<file path="src/rtl/alu_decoder_if.sv">
// Decode request (in_valid, alu_op, funct3, funct7b5) and registered result bundle.
// master drives the request and observes the result; slave is the decoder.
interface alu_decoder_if;
  logic       in_valid;
  logic [1:0] alu_op;
  logic [2:0] funct3;
  logic       funct7b5;
  logic [3:0] alu_control;
  logic       out_valid;
  logic       illegal;

  modport master (
    output in_valid,
    output alu_op,
    output funct3,
    output funct7b5,
    input  alu_control,
    input  out_valid,
    input  illegal
  );

  modport slave (
    input  in_valid,
    input  alu_op,
    input  funct3,
    input  funct7b5,
    output alu_control,
    output out_valid,
    output illegal
  );
endinterface

</file>
<file path="src/rtl/alu_decoder.sv">
// Registered RISC-V ALU control decoder with an illegal-encoding flag.
// 1-cycle latency, one decode per cycle; no backpressure, results hold while in_valid is low.
module alu_decoder (
  input  logic          clk,
  input  logic          rst_n,
  alu_decoder_if.slave  bus
);

  localparam logic [1:0] OP_MEM    = 2'b00;
  localparam logic [1:0] OP_BRANCH = 2'b01;
  localparam logic [1:0] OP_RTYPE  = 2'b10;

  localparam logic [2:0] F3_ADD_SUB = 3'b000;
  localparam logic [2:0] F3_SLT     = 3'b010;
  localparam logic [2:0] F3_OR      = 3'b110;
  localparam logic [2:0] F3_AND     = 3'b111;

  localparam logic [3:0] ALU_ADD = 4'b0000;
  localparam logic [3:0] ALU_SUB = 4'b0001;
  localparam logic [3:0] ALU_AND = 4'b0010;
  localparam logic [3:0] ALU_OR  = 4'b0011;
  localparam logic [3:0] ALU_SLT = 4'b0101;

  logic [3:0] dec_control;
  logic       dec_illegal;
  logic [3:0] control_q;
  logic       illegal_q;
  logic       valid_q;

  // funct7b5 is only read in the ADD/SUB arm so an X on it cannot leak elsewhere.
  always_comb begin
    dec_control = ALU_ADD;
    dec_illegal = 1'b0;
    case (bus.alu_op)
      OP_MEM:    dec_control = ALU_ADD;
      OP_BRANCH: dec_control = ALU_SUB;
      OP_RTYPE: begin
        case (bus.funct3)
          F3_ADD_SUB: begin
            if (bus.funct7b5 == 1'b1) dec_control = ALU_SUB;
            else                      dec_control = ALU_ADD;
          end
          F3_AND:  dec_control = ALU_AND;
          F3_OR:   dec_control = ALU_OR;
          F3_SLT:  dec_control = ALU_SLT;
          default: dec_illegal = 1'b1;
        endcase
      end
      default: dec_illegal = 1'b1;
    endcase
  end

  always_ff @(posedge clk or negedge rst_n) begin
    if (!rst_n) begin
      control_q <= ALU_ADD;
      illegal_q <= 1'b0;
      valid_q   <= 1'b0;
    end else begin
      valid_q <= bus.in_valid;
      if (bus.in_valid) begin
        control_q <= dec_control;
        illegal_q <= dec_illegal;
      end
    end
  end

  assign bus.alu_control = control_q;
  assign bus.illegal     = illegal_q;
  assign bus.out_valid   = valid_q;

endmodule

</file>
<file path="src/flat_wrapper.sv">
// flat-port wrapper written by rule: the top's interface ports become plain ports
module alu_decoder_flat 
  (clk, rst_n, bus_in_valid, bus_alu_op, bus_funct3, bus_funct7b5, bus_alu_control, bus_out_valid, bus_illegal);
  alu_decoder_if bus_i ();
  input  logic clk;
  input  logic rst_n;
  input wire logic [$bits(bus_i.in_valid)-1:0] bus_in_valid;
  input wire logic [$bits(bus_i.alu_op)-1:0] bus_alu_op;
  input wire logic [$bits(bus_i.funct3)-1:0] bus_funct3;
  input wire logic [$bits(bus_i.funct7b5)-1:0] bus_funct7b5;
  output wire logic [$bits(bus_i.alu_control)-1:0] bus_alu_control;
  output wire logic [$bits(bus_i.out_valid)-1:0] bus_out_valid;
  output wire logic [$bits(bus_i.illegal)-1:0] bus_illegal;
  assign bus_i.in_valid = bus_in_valid;
  assign bus_i.alu_op = bus_alu_op;
  assign bus_i.funct3 = bus_funct3;
  assign bus_i.funct7b5 = bus_funct7b5;
  assign bus_alu_control = bus_i.alu_control;
  assign bus_out_valid = bus_i.out_valid;
  assign bus_illegal = bus_i.illegal;
  alu_decoder u_core (.clk(clk), .rst_n(rst_n), .bus(bus_i));
endmodule
</file>
<file path="config.mk">
export PLATFORM = sky130hd
export DESIGN_NAME = alu_decoder_flat
export DESIGN_NICKNAME = d
export VERILOG_FILES = /design/src/rtl/alu_decoder_if.sv /design/src/rtl/alu_decoder.sv /design/src/flat_wrapper.sv
export SDC_FILE = /design/constraint.sdc
export NUM_CORES = 1
export LEC_CHECK = 0
export ABC_AREA = 1
export CAP_MARGIN = 5
export CELL_PAD_IN_SITES_DETAIL_PLACEMENT = 1
export CELL_PAD_IN_SITES_GLOBAL_PLACEMENT = 2
export CORE_MARGIN = 4
export CORE_UTILIZATION = 18
export DETAILED_ROUTE_END_ITERATION = 10
export GPL_TIMING_DRIVEN = 0
export PLACE_DENSITY_LB_ADDON = 0.1
export SYNTH_ARGS = -nofsm -noshare
export SYNTH_HDL_FRONTEND = slang
export SYNTH_SLANG_ARGS = --single-unit
</file>
<file path="constraint.sdc">
create_clock -name clk -period 0.8 [get_ports clk]
set_input_delay 0.24 -clock clk [delete_from_list [all_inputs] [get_ports clk]]
set_output_delay 0.24 -clock clk [all_outputs]
set_load 0.01 [all_outputs]
</file>
==> flow_summary.yaml <==
clock_network:
  numCtsBuffers: 3
  cts_tree: "built"
  htree_num_levels: 1
  hold_buffers: 0
  cts_buffer_depth: 2
  cts.sinks: 5
  insertion_delay_ns: 0.24
  clkTransAtPathRegs_ns: 0.04
  clockRootBuffer: "clkbuf_4"
synth:
  ys_seq_area_share_pct: 41.3
  ys_types: 11
  syn_area_um2: 303
  syn_inst: 41
  syn-num-nets: 53
  synth_area_per_cell_um2: 7.39
  ys_warn_count: 0
  yosys_register_bits: 5
finish:
  num-fill-cells: 194
  final_nets: 74
  final_area_um2: 517
  post-route-util_pct: 33.5
  area_growth_pct: 70.7
  insertedDiodeCount: 0
  stdcell_count: 77
  seq_area_um2: 125
  multi_input_comb_area_um2: 169
  layout-drive-gt1-share_pct: 36.1
worst_setup_path:
  worst-endpoint-arrival_ns: 0.75
  path_class: "register to output pin"
  slowest_delay_ns: 0.38
  r2r_cells: 4
  worst-path-buf-inv: 1
  worstPathMaxFanout: 2
  rr_startpoint: "u_core.bus.alu_control[2]"
  crit_path_cell_trace: "buf_6"
  r2r_slack_ns: -0.03
  cp_slowest_cell: "dfrtp_1"
  critPathTopFamily: "flip-flops"
  endpoint_kind: "output pin"
  cp.required_ns: 0.56
  crit_path_start_kind: "register"
  r2r-end: "u_core.bus.alu_control[2]"
power_and_ir_drop:
  vdd_drop_max_mv: 0.853
  power.density_mw_per_mm2: 1400
  p_leak_nw: 0.281
route:
  drt_iter0_markers: 2
  totalWireLength_um: 889
  postRouteAntennaNets: 0
  route.detailed.drc: 0
  wl_per_cell_um: 11.5
  vias_per_cell: 4.04
  drt-pass1-iter-count: 3
  vias: 311
die:
  die_y_um: 49.0
  coreArea_mm2: 0.00154
  io_pins: 15
  rows: 14
  initial_core_util_pct: 19.6
  die-area_mm2: 0.00240
  die_x_um: 49.0
outcome:
  violations: "negative setup slack"
  status: "complete, but fails checks"
global_routing:
  grt_max_degree: 6
  grtUsageTotal_pct: 7.15
  met1_usage_pct: 7.00
  first_global_vias: 325
  antenna_found_initial: 0
  grt_pass1_wl_um: 1330
  overflow: 0
  grt_util_met3_pct: 3.67
  use_met2_pct: 12.6
  grt-busiest-layer: "met2"
placed_design:
  gp_congestion: 0.681
  post-place-cells: 70
  port_buffers: 13
  dp_hpwl_um: 725
  place_area_um2: 483
timing:
  grt_setup_unrepaired: "true"
  hold_viol: 0
  hold_ws_ns: 0.220
  setup_viol: 6
  fin_crit_sh_pct: 124
  max_freq_mhz: 1010
  worst_slack_ns: -0.189
  period_needed_ns: 0.989
  fin_setup_tns_ns: -0.942
  maxSlewViolCount: 0
  fin_skew_ns: 0
run:
  max_cap_violations: 0
hold_path:
  hp-class: "primary input to asynchronous set/reset pin"
-- final cells by class --
type                    count  share of cell area (%)
multi-input cells          26                    32.7
well taps                  16                    3.87
inverters                   9                    7.51
flip-flops and latches      5                    24.2
repair buffers             16                    25.2
clock buffers               4                    5.08
plain buffers               1                    1.45
-- worst max path at each step --
stage,cells past startpoint,to,startpoint
after global routing,1,bus_alu_control[0],u_core.bus.alu_control[0]
after global placement,6,u_core.bus.illegal,bus_alu_op[1]
final,1,bus_alu_control[2],u_core.bus.alu_control[2]
after CTS,1,bus_alu_control[0],u_core.bus.alu_control[0]
after floorplan,8,u_core.bus.alu_control[0],bus_alu_op[0]
after detailed placement,6,u_core.bus.illegal,bus_alu_op[1]
-- kinds of logic after synthesis --
kind of cell    Yosys count  share of synthesized area (%)
flops                     5                           41.3
other cells               1                           1.24
fa+ha+maj                 3                           12.4
compound gates            3                           4.96
buf+inv                  10                           13.6
simple gates             19                           26.4
-- layer usage --
layer,share of wire [%],up-vias
met5,0,-
met4,0,0
met3,9.8,0
met2,51,12
met1,39,140
li1,-,159
-- placed cells by master (no fill, tap or decap), types with 2 or more instances in the layout --
cell            n
clkbuf_4        3
buf_2           4
inv_4           2
buf_6           3
buf_4           4
nand2_1        11
nand3_1         4
o21ai_1         2
dfrtp_1         5
ha_4            2
dlygate4sd2_1   5
inv_1           6
-- repair_timing --
item	4_1_cts	5_1_grt
resized for setup	35	6
pin swaps	5	1
buffers inserted	1	2
endpoints found under the setup margin	9	6
-- state kept, by name, indices dropped and copies added, names as in the netlist --
name / flops
u_core.bus.out_valid: 1
u_core.bus.illegal: 1
u_core.bus.alu_control: 3
-- synthesized netlist by cell type, drive strengths merged --
library cell / n / area (um2)
buf: 1 / 7.51
conb: 1 / 3.75
dfrtp: 5 / 125
ha: 3 / 37.5
inv: 9 / 33.8
nand2: 12 / 45.0
nand3: 5 / 25.0
nor2: 2 / 10.0
o21ai: 3 / 15.0
-- per-stage QoR --
| stage | setup WS (ns) | power, mW |
|---|---|---|
| floorplan | 0.00959 | 0.348 |
| global placement | -0.666 | 0.445 |
| detailed placement | -0.688 | 0.451 |
| CTS | -0.200 | 0.729 |
| global route | -0.213 | 0.776 |
| finish | -0.189 | 0.725 |
-- where the power goes --
group	total, mW	switching, mW	internal (mW)
clock network	0.294	0.105	0.189
logic	0.156	0.0834	0.0726
registers	0.276	0.00647	0.269
(Power assumes the default switching activity.)
